**src/rtl/y86_mem_pkg.sv**
```systemverilog
// Shared definitions for the fetch/data memory port arbiter.
package y86_mem_pkg;

    typedef enum logic [2:0] {
        IDLE = 3'd0,
        DM   = 3'd1,
        IF0  = 3'd2,
        IF1  = 3'd3,
        ERR  = 3'd4,
        RESP = 3'd5
    } arb_state_e;

    localparam int INST_BYTES        = 10;
    localparam int WORD_BYTES        = 8;
    localparam int MEM_BYTES_DEFAULT = 2048;

    // True when an access of access_bytes starting at addr would run past the end of memory.
    function automatic logic addr_out_of_range(input logic [63:0] addr,
                                               input int          mem_bytes,
                                               input int          access_bytes);
        return addr > $unsigned(64'(mem_bytes - access_bytes));
    endfunction

endpackage

```
**src/rtl/mem_arb_prio.sv**
```systemverilog
// Grant decision between fetch and data with a starvation guard for fetch.
module mem_arb_prio
    import y86_mem_pkg::*;
#(
    parameter int MAX_DATA_STREAK = 4
) (
    input  logic clk,
    input  logic rst,
    input  logic arb_en,
    input  logic if_req,
    input  logic dm_req,
    output logic grant_dm,
    output logic grant_if
);

    localparam int SW = (MAX_DATA_STREAK < 1) ? 1 : $clog2(MAX_DATA_STREAK + 1);
    localparam logic [SW-1:0] STREAK_MAX = SW'(MAX_DATA_STREAK);

    logic [SW-1:0] streak;
    logic          fetch_due;

    // Data normally wins; once fetch has waited through enough data grants it takes the next slot.
    always_comb begin
        fetch_due = if_req && (streak == STREAK_MAX);
        grant_dm  = arb_en && dm_req && !fetch_due;
        grant_if  = arb_en && if_req && !grant_dm;
    end

    // Count consecutive data grants that were taken while fetch was left waiting.
    always_ff @(posedge clk) begin
        if (rst) begin
            streak <= '0;
        end else if (grant_if) begin
            streak <= '0;
        end else if (grant_dm) begin
            streak <= if_req ? streak + SW'(1) : '0;
        end
    end

endmodule

```
**src/rtl/mem_port_arbiter.sv**
```systemverilog
// Shares a single-port byte memory between the fetch stage (two-beat
// 10-byte instruction reads) and the memory stage (64-bit reads/writes).
module mem_port_arbiter
    import y86_mem_pkg::*;
#(
    parameter int MEM_BYTES       = MEM_BYTES_DEFAULT,
    parameter int MAX_DATA_STREAK = 4
) (
    input  logic        clk,
    input  logic        rst,
    input  logic        if_req,
    input  logic [63:0] if_addr,
    output logic        if_done,
    output logic [79:0] if_inst,
    output logic        if_err,
    input  logic        dm_req,
    input  logic        dm_we,
    input  logic [63:0] dm_addr,
    input  logic [63:0] dm_wdata,
    output logic        dm_done,
    output logic [63:0] dm_rdata,
    output logic        dm_err,
    output logic        mem_req,
    output logic        mem_we,
    output logic [63:0] mem_addr,
    output logic [63:0] mem_wdata,
    input  logic        mem_ready,
    input  logic [63:0] mem_rdata
);

    arb_state_e  state;
    logic        owner_if;
    logic [63:0] word0;
    logic        arb_en;
    logic        grant_dm;
    logic        grant_if;
    logic        if_bad;
    logic        dm_bad;

    // Arbitration only happens while no transaction is in flight.
    always_comb begin
        arb_en = (state == IDLE);
        if_bad = addr_out_of_range(if_addr, MEM_BYTES, INST_BYTES);
        dm_bad = addr_out_of_range(dm_addr, MEM_BYTES, WORD_BYTES);
    end

    mem_arb_prio #(
        .MAX_DATA_STREAK(MAX_DATA_STREAK)
    ) u_prio (
        .clk     (clk),
        .rst     (rst),
        .arb_en  (arb_en),
        .if_req  (if_req),
        .dm_req  (dm_req),
        .grant_dm(grant_dm),
        .grant_if(grant_if)
    );

    // Transaction sequencer; every port-facing output is a register driven from here.
    always_ff @(posedge clk) begin
        if (rst) begin
            state     <= IDLE;
            owner_if  <= 1'b0;
            word0     <= '0;
            if_done   <= 1'b0;
            if_inst   <= '0;
            if_err    <= 1'b0;
            dm_done   <= 1'b0;
            dm_rdata  <= '0;
            dm_err    <= 1'b0;
            mem_req   <= 1'b0;
            mem_we    <= 1'b0;
            mem_addr  <= '0;
            mem_wdata <= '0;
        end else begin
            case (state)
                IDLE: begin
                    if (grant_dm) begin
                        owner_if <= 1'b0;
                        if (dm_bad) begin
                            state <= ERR;
                        end else begin
                            state     <= DM;
                            mem_req   <= 1'b1;
                            mem_we    <= dm_we;
                            mem_addr  <= dm_addr;
                            mem_wdata <= dm_wdata;
                        end
                    end else if (grant_if) begin
                        owner_if <= 1'b1;
                        if (if_bad) begin
                            state <= ERR;
                        end else begin
                            state    <= IF0;
                            mem_req  <= 1'b1;
                            mem_we   <= 1'b0;
                            mem_addr <= if_addr;
                        end
                    end
                end
                DM: begin
                    if (mem_ready) begin
                        mem_req <= 1'b0;
                        mem_we  <= 1'b0;
                        if (!mem_we) begin
                            dm_rdata <= mem_rdata;
                        end
                        dm_done <= 1'b1;
                        dm_err  <= 1'b0;
                        state   <= RESP;
                    end
                end
                IF0: begin
                    if (mem_ready) begin
                        word0    <= mem_rdata;
                        mem_addr <= mem_addr + 64'd2;
                        state    <= IF1;
                    end
                end
                IF1: begin
                    if (mem_ready) begin
                        mem_req <= 1'b0;
                        if_inst <= {mem_rdata[63:48], word0};
                        if_done <= 1'b1;
                        if_err  <= 1'b0;
                        state   <= RESP;
                    end
                end
                ERR: begin
                    if (owner_if) begin
                        if_done <= 1'b1;
                        if_err  <= 1'b1;
                    end else begin
                        dm_done <= 1'b1;
                        dm_err  <= 1'b1;
                    end
                    state <= RESP;
                end
                RESP: begin
                    if_done <= 1'b0;
                    if_err  <= 1'b0;
                    dm_done <= 1'b0;
                    dm_err  <= 1'b0;
                    state   <= IDLE;
                end
                default: begin
                    state <= IDLE;
                end
            endcase
        end
    end

endmodule

```
**config.mk**
```make
export PLATFORM = sky130hd
export DESIGN_NAME = mem_port_arbiter
export DESIGN_NICKNAME = d
export VERILOG_FILES = /design/src/rtl/y86_mem_pkg.sv /design/src/rtl/mem_arb_prio.sv /design/src/rtl/mem_port_arbiter.sv
export SDC_FILE = /design/constraint.sdc
export NUM_CORES = 1
export LEC_CHECK = 0
export CORE_AREA = 2 2 208 210
export CTS_BUF_LIST = sky130_fd_sc_hd__clkbuf_2
export CTS_CLUSTER_DIAMETER = 150
export DETAILED_ROUTE_END_ITERATION = 16
export DIE_AREA = 0 0 210 212
export PLACE_DENSITY_LB_ADDON = 0.25
export SLEW_MARGIN = 10
export SYNTH_ARGS = -nofsm -noshare
export SYNTH_HDL_FRONTEND = slang
export SYNTH_SLANG_ARGS = --single-unit
```
**constraint.sdc**
```tcl
create_clock -name clk -period 2.2 [get_ports clk]
set_input_delay 0.44 -clock clk [delete_from_list [all_inputs] [get_ports clk]]
set_output_delay 0.44 -clock clk [all_outputs]
set_load 0.01 [all_outputs]
```
Yosys cells after proc, flatten, opt, wreduce, memory -nomap -nowiden
Cells that the tools add are included.
{"block": "word_totals", "input_bits": 262, "wordCells": 96, "reg_bits": 349, "output_inout_bits": 278}
{"block": "classes", "bitwise": 2, "n_lt_le_gt_ge": 2, "addsub": 2, "eq_ne": 15, "n_mux": 34, "n_reduce_logical": 27}
{"operator": "64-bit 2-to-1 mux", "n": 5}
{"operator": "64-bit by 11-bit greater-than comparator with 1-bit output, second input constant", "n": 2}
{"operator": "64-bit case mux with 2 select lines", "n": 1}
{"operator": "64-bit by 2-bit adder with 64-bit output, second input constant", "n": 1}
{"operator": "3-bit 2-to-1 mux", "n": 7}
{"operator": "3-bit AND reduction", "n": 5}
{"operator": "5-bit AND reduction", "n": 3}
{"operator": "1-bit 2-to-1 mux", "n": 14}
{"operator": "1-bit case mux with 3 select lines", "n": 4}
{"operator": "3-bit case mux with 4 select lines", "n": 1}
{"operator": "2-bit != test, second input constant", "n": 5}
{"operator": "3-bit == test, second input constant", "n": 3}
{"operator": "3-bit != test, second input constant", "n": 3}
{"operator": "2-bit nonzero test", "n": 4}
{"operator": "3-bit by 2-bit == test with 1-bit output, second input constant", "n": 2}
{"operator": "2-bit AND reduction", "n": 3}
{"operator": "3-bit nonzero test", "n": 2}
{"operator": "1-bit logical AND", "n": 5}
{"operator": "1-bit case mux with 2 select lines", "n": 2}
{"operator": "2-bit OR reduction", "n": 2}
{"operator": "3-bit by 1-bit adder with 3-bit output, second input constant", "n": 1}
{"operator": "3-bit by 1-bit == test with 1-bit output, second input constant", "n": 1}
{"operator": "3-bit logical NOT", "n": 1}
{"operator": "1-bit logical NOT", "n": 2}
{"operator": "2 further kinds", "n": 3}

Logic depth before layout (Yosys ltp)
Gate-level depths: netlist of the first run.
{"block": "logic_depth", "word_depth": 9, "depth_mapped": 11, "depth_no_buf": 9}

Hierarchy
A second synthesis of the first run with hierarchy kept.
{"block": "hier_totals", "hier_cells": 1852, "area_unflattened_um2": 14377.5}
{"module": "mem_port_arbiter", "instances": 1, "seq_area_each_um2": 6926.6, "cells_each": 1828, "area_per_inst_um2": 14191.1}
{"module": "mem_arb_prio", "instances": 1, "seq_area_each_um2": 60.1, "cells_each": 24, "area_per_inst_um2": 186.4}

Worst setup path after synthesis of the first run
OpenSTA, ideal clock, no wires.
{"block": "synth_timing", "path_type": "reg-to-reg", "start": "register mem_addr[1]", "end": "register mem_addr[57]", "setup_slack_ps": -313, "setup_time_ps": 91, "path_stages_with_launch": 10, "t_arrival_ps": 2423, "t_required_ps": 2109, "synth_period_minus_slack_ps": 2513, "n_path_buf": 1, "cell_sequence": "dfxtp_1 > ha_1 > nand3_1 > nor4_4 > nand4_4 > or4_4 > buf_6 > nor3_4 > a31oi_1 > a311oi_1"}
{"block": "synth_between", "elab_chain_cells": 3}
{"element": "from (decl)", "line_no": "mem_port_arbiter.sv:25", "rtl": "output logic [63:0] mem_addr,"}
{"element": "from (signal assigned)", "line_no": "mem_port_arbiter.sv:86", "rtl": "mem_addr <= dm_addr;"}
{"element": "from (signal assigned)", "line_no": "mem_port_arbiter.sv:97", "rtl": "mem_addr <= if_addr;"}
{"element": "from (signal assigned)", "line_no": "mem_port_arbiter.sv:116", "rtl": "mem_addr <= mem_addr + 64'd2;"}
{"element": "64-bit by 2-bit adder with 64-bit output", "line_no": "mem_port_arbiter.sv:116"}
{"element": "64-bit 2-to-1 mux", "line_no": "mem_port_arbiter.sv:114", "rtl": "if (mem_ready) begin"}
{"element": "64-bit case mux with 2 select lines", "line_no": "mem_port_arbiter.sv:76", "rtl": "case (state)"}
No other way between the ends. The select of a mux whose other input is x is not followed.
A chain may end at the register's enable or synchronous reset.

Worst setup path after layout of the first run
{"block": "layout_timing", "start": "register mem_addr[35]", "end": "register mem_addr[59]"}
Same word-level chain as after synthesis.

==> results.cfg, run 1 <==
[final_layout]
layout-drive-gt1-share_pct = 19.6
fin_util_pct = 56.6
nNetsFinal = 3046
syn_to_final_growth_pct = 66.7

[logic_synthesis]
ys_warn_count = 0
synth_edf_count = 0
synth_area_per_cell_um2 = 7.41
synth_nets = 2211
netlist-cell-type-count = 59
ys_seq_elements = 349
synthFlopType = dfxtp_1
synth-async-reset-ratio_pct = 0
synth_cells = 1946
synth_area_um2 = 14400
yosysSeqAreaShare_pct = 48.4

[critical_path]
r2r_cells = 7
cp.depth = 7
slowest_stage = or4_4
max_stage_delay_ns = 0.59
startpoint = mem_addr[35]$_SDFFE_PP0P_
reg2reg_slack_ns = -0.07
crit_chain = and3_4 -> nand3_2 -> or3_4 -> or4_4 -> nor3_4 -> a31oi_2 -> a311oi_2
critPathKind = register to register
cp-start-kind = register
cp_top_family = simple AND/OR/NAND/NOR gates
crit_required_ns = 3.07
cp-endpoint = mem_addr[59]$_SDFFE_PP0P_
critPathMaxFanout = 5
rr_endpoint = mem_addr[59]$_SDFFE_PP0P_
crit_path_end_kind = register
critPathArrivalTime_ns = 3.14
cp_num_buf_inv = 0
r2r_start = mem_addr[35]$_SDFFE_PP0P_

[sta]
clock.fmax_ghz = 0.441
fin_skew_ns = 0.0850
worstMarginPinSlew_ns = 0.431
finalSetupViolCount = 3
hold_viol_final = 0
setup_slack_ns = -0.0697
maxSlewViolCount = 0
maxSlewHeadroom_pct = 71.0
rsz0062_at_grt = true
fin_setup_tns_ns = -0.170
fin_crit_sh_pct = 103
finalCriticalPeriod_ns = 2.27

[power_and_ir_drop]
intPower_w = 0.00896
net-switching-power_w = 0.00342
p_leak_nw = 9.52
swShare_pct = 27.6
ir_drop_v = 0.000382
p_seq_share_pct = 51.7
p_per_area_nw_per_um2 = 515
clock_power_share_pct = 35.3
comb_power_share_pct = 13.0

[clock_network]
clk_path_buf_depth = 3
root_buffer = clkbuf_2
clkSinkCount = 349
clk_latency_ns = 0.98
clkTransAtPathRegs_ns = 0.10
cts_tree = yes
numCtsBuffers = 92
cts.htree.levels = 3

[placement]
gp_congestion = 0.979
portBuffers = 539
hpwl_um = 42600

[global_routing]
grt_max_degree = 73
grt_pass1_vias = 16898
grt_overflow_total = 0
track_usage_pct = 25.9
grt_pass1_wl_um = 91100
antenna_found_initial = 3

[route]
wl_um = 60400
antenna_left = 0
via_count = 17099
wire_per_inst_um = 17.8
drt_iter0_drc = 1138
drc = 0
drt_first_pass_iters = 8
via_per_inst = 5.05

[outcome]
violations = setup timing
outcome = complete, but fails checks

[hold_path]
min_path_cells = 3
hold_class = primary input to register

[die]
start_util_pct = 33.9
ios = 540
die-height_um = 212
die_area_um2 = 44500
rows = 76
core_area_um2 = 42500
die_x_um = 210

[run]
drv_cap = 0
## cell usage after synthesis, types with 3 or more instances
cell	count	area, um^2
a311oi_1	7	61.3
o21a_1	4	30.0
o21ai_0	67	335
and2_1	6	37.5
and3_1	16	100
clkbuf_1	120	450
nor3_1	34	170
mux2i_1	6	60.1
nor4_1	39	244
or4_1	6	45.0
a21oi_1	374	1870
or2_2	3	18.8
nand2_1	663	2490
buf_2	4	20.0
o31ai_1	9	67.6
buf_1	6	22.5
or3_1	7	43.8
a211oi_1	4	30.0
nand3_1	39	195
inv_1	15	56.3
dfxtp_1	349	6990
nand4_1	23	144
a31oi_1	18	113
o22ai_1	3	18.8
nor3b_1	5	37.5
ha_1	3	37.5
o211ai_1	3	22.5
nor2b_1	5	31.3
nor2_1	62	233
nand2b_1	6	37.5
## sequential cells by signal, summed over array words and instances (netlist names)
name and count:
dm_rdata 64, mem_req 1, word0 64, u_prio.streak 3, if_done 1, mem_wdata 64, mem_addr 64, if_inst 80
mem_we 1, if_err 1, owner_if 1, dm_err 1, state 3, dm_done 1
## worst min path at each step
stage                      startpoint                         end  slack [ns]
2_1_floorplan   word0[0]$_SDFFE_PP0P_     if_inst[0]$_SDFFE_PP0P_        0.43
3_3_place_gp   word0[37]$_SDFFE_PP0P_    if_inst[37]$_SDFFE_PP0P_        0.44
3_5_place_dp   word0[63]$_SDFFE_PP0P_    if_inst[63]$_SDFFE_PP0P_        0.44
4_1_cts                  dm_wdata[62]  mem_wdata[62]$_SDFFE_PP0P_       0.001
5_1_grt                  dm_wdata[61]  mem_wdata[61]$_SDFFE_PP0P_        0.04
6_report                 dm_wdata[61]  mem_wdata[61]$_SDFFE_PP0P_        0.14
## through the flow
step           power, W  cell area, um^2  instances  worst slack (ns)  hold WS, ns
6_report         0.0124            24000       3386           -0.0697        0.136
5_1_grt          0.0130            24000       3386            -0.135       0.0357
4_1_cts          0.0125            23700       3376           -0.0471      0.00116
3_5_place_dp    0.00797            21900       3096            -0.823        0.442
3_3_place_gp    0.00797            21900       3096            -0.802        0.435
2_1_floorplan   0.00697            14500       1946            -0.207        0.432
## cell usage in the layout (no fill, tap or decap), drive strengths merged, types with 7 or more instances in the layout
master / n
a21oi: 374
a311oi: 7
a31oi: 18
and3: 17
buf: 257
clkbuf: 143
clkdlybuf4s15: 107
clkdlybuf4s50: 260
dfxtp: 349
dlygate4sd2: 125
dlygate4sd3: 124
inv: 18
nand2: 665
nand3: 39
nand4: 26
nor2: 62
nor3: 36
nor4: 41
o21ai: 67
o31ai: 9
or3: 8
or4: 7
## metal layers
| layer | vias to the layer above | global-route usage (%) | wire length [um] |
|---|---|---|---|
| li1 | 8353 | - | - |
| met1 | 7945 | 30.8 | 24100 |
| met2 | 671 | 44.0 | 29300 |
| met3 | 126 | 6.74 | 4540 |
| met4 | 4 | 11.8 | 2340 |
| met5 | - | 0 | 26 |
## power by group through the flow
stage                     Clock (W)  Combinational, W  Sequential, W
after floorplan                   0          0.000397        0.00657
after global placement            0           0.00142        0.00655
after global routing        0.00490           0.00171        0.00641
after detailed placement          0           0.00142        0.00655
final                       0.00438           0.00161        0.00640
after CTS                   0.00455           0.00159        0.00640
## tightest hold or removal path: stages
cell	delay [ns]
clkdlybuf4s50_1	0.41
nand2_1	0.11
a21oi_1	0.08
## cells by family (layout without fill, tap and decap cells)
family	Yosys count	in the layout	synth area share, %
adders and majority gates	3	3	0.260
buffers and inverters	150	1043	4.24
and+or+nand+nor	932	932	27.9
other	0	1	0
AOI/OAI and AO/OA	506	506	18.7
DFF	349	349	48.4
muxes	6	6	0.416
## final cells by class
| type | count | area, um^2 |
|---|---|---|
| fill | 3925 | 18500 |
| timing repair buffer | 876 | 8320 |
| multi-input combinational | 1447 | 7160 |
| sequential | 349 | 7060 |
| clock buffer | 140 | 701 |
| tap | 546 | 683 |
| clock inverter | 12 | 67.6 |
| inverter | 15 | 56.3 |
| antenna | 1 | 2.50 |
## timing repair
item / CTS / global route
endpoints found under the hold margin: 249 / 0
setup buffers: 3 / 8
pin swaps: 14 / 26
endpoints found under the setup margin: 319 / 83
resized for setup: 599 / 68
hold buffers: 125 / 0
cloned: 0 / 2
Note: power is estimated with default switching activity, not from simulation.
==> inputs of run 2 (changes only) <==
--- a/config.mk
+++ b/config.mk
@@ -5,6 +5,7 @@
 export SDC_FILE = /design/constraint.sdc
 export NUM_CORES = 1
 export LEC_CHECK = 0
+export ABC_CLOCK_PERIOD_IN_PS = 2200
 export CORE_AREA = 2 2 208 210
 export CTS_BUF_LIST = sky130_fd_sc_hd__clkbuf_2
 export CTS_CLUSTER_DIAMETER = 150
==> results of run 2 <==
The final DEF is identical to that of run 1; final timing and power are the same.
==> inputs of run 3 (changes only) <==
--- a/config.mk
+++ b/config.mk
@@ -6,11 +6,11 @@
 export NUM_CORES = 1
 export LEC_CHECK = 0
 export ABC_CLOCK_PERIOD_IN_PS = 2200
-export CORE_AREA = 2 2 208 210
-export CTS_BUF_LIST = sky130_fd_sc_hd__clkbuf_2
+export CORE_AREA = 2 2 211 213
 export CTS_CLUSTER_DIAMETER = 150
 export DETAILED_ROUTE_END_ITERATION = 16
-export DIE_AREA = 0 0 210 212
+export DIE_AREA = 0 0 213 215
+export DONT_BUFFER_PORTS = 1
 export PLACE_DENSITY_LB_ADDON = 0.25
 export SLEW_MARGIN = 10
 export SYNTH_ARGS = -nofsm -noshare
==> run 3 against run 2 <==
Against the previous run: the run ends with hold timing, setup timing left; register-to-register slack is essentially flat; maximum frequency down 0.46%; count of clock-buffer cells in the layout decreased by 83; largest power group is now the clock network; non-clock buffer count is 655 lower; critical endpoint is now mem_addr[54]$_SDFFE_PP0P_; power increased by 10%; largest cell class is now multi-input combinational cells; critical path depth is 4 higher; clock skew shrank 0.062 ns; core utilization fell by 15 points.
==> results.cfg, run 3 (synthesis results as in run 1) <==
[route]
via_count = 14683
drc = 0
wl_um = 54000
drt_first_pass_iters = 5
drt_iter0_drc = 1115
via_per_inst = 5.44
antenna_left = 0
wire_per_inst_um = 20.0

[final_layout]
fin_area_um2 = 18300
largest_register = if_inst
fin_util_pct = 42.0
syn_to_final_growth_pct = 27.2
layout-drive-gt1-share_pct = 14.1
mostFrequentLayoutCells = nand2_1 (662), a21oi_1 (370), dfxtp_1 (335)
largest_reg_flops = 80
final_common_cell = nand2_1
multi_input_area_um2 = 7110
nNetsFinal = 2341
num-fill-cells = 4456
seqCellArea_um2 = 7010

[clock_network]
root_buffer = clkbuf_16
numCtsBuffers = 41
cts.htree.levels = 2
clkTransAtPathRegs_ns = 0.06
clk_path_buf_depth = 3
clkSinkCount = 349
cts_tree = yes
clk_latency_ns = 0.55

[sta]
finalCriticalPeriod_ns = 2.28
fin_hold_ws_ns = -0.0354
setup_slack_ns = -0.0802
finalSetupViolCount = 16
fin_skew_ns = 0.0230
worstMarginPinSlew_ns = 0.664
fin_crit_sh_pct = 104
hold_viol_final = 25
clock.fmax_ghz = 0.439
maxSlewViolCount = 0
rsz0062_at_grt = true
maxSlewHeadroom_pct = 55.8

[global_routing]
track_usage_pct = 22.1
grt_pass1_vias = 13867
grt_max_degree = 355
antenna_found_initial = 2
grt_overflow_total = 0
grt_pass1_wl_um = 79600

[critical_path]
crit_required_ns = 2.67
crit_path_end_kind = register
cp-start-kind = register
critPathArrivalTime_ns = 2.75
critPathKind = register to register
critPathMaxFanout = 5

[placement]
portBuffers = 0
hpwl_um = 37500
placed_cell_area_um2 = 16000
gp_congestion = 1.08

[power_and_ir_drop]
ir_drop_v = 0.000478
p_leak_nw = 6.23
total_power_w = 0.0137
p_per_area_nw_per_um2 = 745

[outcome]
outcome = complete, but fails checks
violations = hold timing, setup timing

[hold_path]
hold_class = primary input to register

[die]
core_area_um2 = 43600
die-height_um = 215
start_util_pct = 33.1
die_x_um = 213
die_area_um2 = 45800
ios = 540
rows = 77

[run]
drv_cap = 0
==> run 3: cell types whose count changed in the layout (fill, tap and decap cells not counted), sizes merged, moves of 63 or more <==
cell	before	now
dlygate4sd3	124	61
buf	257	157
dlygate4sd2	125	0
clkdlybuf4s50	260	0
clkbuf	143	60
clkdlybuf4s15	107	0
==> run 3: worst paths after layout <==
check / start / endpoint / slack, ns / cells past startpoint
hold / removal: rst / dm_rdata[47]$_SDFFE_PP0P_ / -0.04 / 1
setup / recovery: mem_addr[1]$_SDFFE_PP0P_ / mem_addr[54]$_SDFFE_PP0P_ / -0.08 / 11
hold reg to reg: word0[14]$_SDFFE_PP0P_ / if_inst[14]$_SDFFE_PP0P_ / 0.44 / 2
setup reg to reg: mem_addr[1]$_SDFFE_PP0P_ / mem_addr[54]$_SDFFE_PP0P_ / -0.08 / 11
==> run 3: power breakdown <==
| part | internal [W] | leakage [nW] | switching (W) |
|---|---|---|---|
| Combinational | 0.000277 | 2.78 | 0.000334 |
| Clock | 0.00381 | 0.631 | 0.00279 |
| Sequential | 0.00638 | 2.82 | 0.0000751 |
==> run 3: stage by stage <==
step	hold slack (ns)	TNS, ns	setup slack [ns]	instances
after floorplan	0.432	-0.946	-0.207	1946
after global placement	0.433	-8.87	-0.226	2549
after detailed placement	0.442	-12.02	-0.250	2549
after CTS	-0.0553	-0.0594	-0.0341	2682
after global routing	-0.0690	-2.62	-0.202	2700
final	-0.0354	-0.646	-0.0802	2701
==> run 3: repair_timing <==
| item | in CTS | in global routing |
|---|---|---|
| hold endpoints to repair | 268 | 137 |
| gates resized for setup | 13 | 55 |
| hold buffers | 55 | 6 |
| endpoints found under the setup margin | 54 | 76 |
| cloned | 0 | 6 |
| buffers inserted | 3 | 6 |
| pin swaps | 14 | 19 |
==> run 3: cell type report <==
type	count	area share (%)
clock buffer	57	6.25
clock inverter	18	0.900
inverter	15	0.307
timing repair buffer	221	11.5
antenna	1	0.0136
sequential	349	38.2
tap	592	4.04
multi-input combinational	1448	38.8
==> run 3: worst max-delay path, cell delays in order, from the launching register on <==
cell     delay [ns]
dfxtp_4        0.36
buf_6          0.12
nand4_1        0.25
buf_4          0.24
nor3_2         0.11
buf_4          0.14
buf_6          0.10
nand4_1        0.18
buf_4          0.23
o31ai_1        0.22
a21oi_1        0.10
nor3_1         0.16
==> run 3: routing by layer <==
layer  up-vias  GRT usage (%)  routed length [um]
li1       6917              -                   -
met1      6972           26.9               21500
met2       678           36.1               25000
met3       114           7.41                5620
met4         2           8.28                1760
met5         -              0                  13
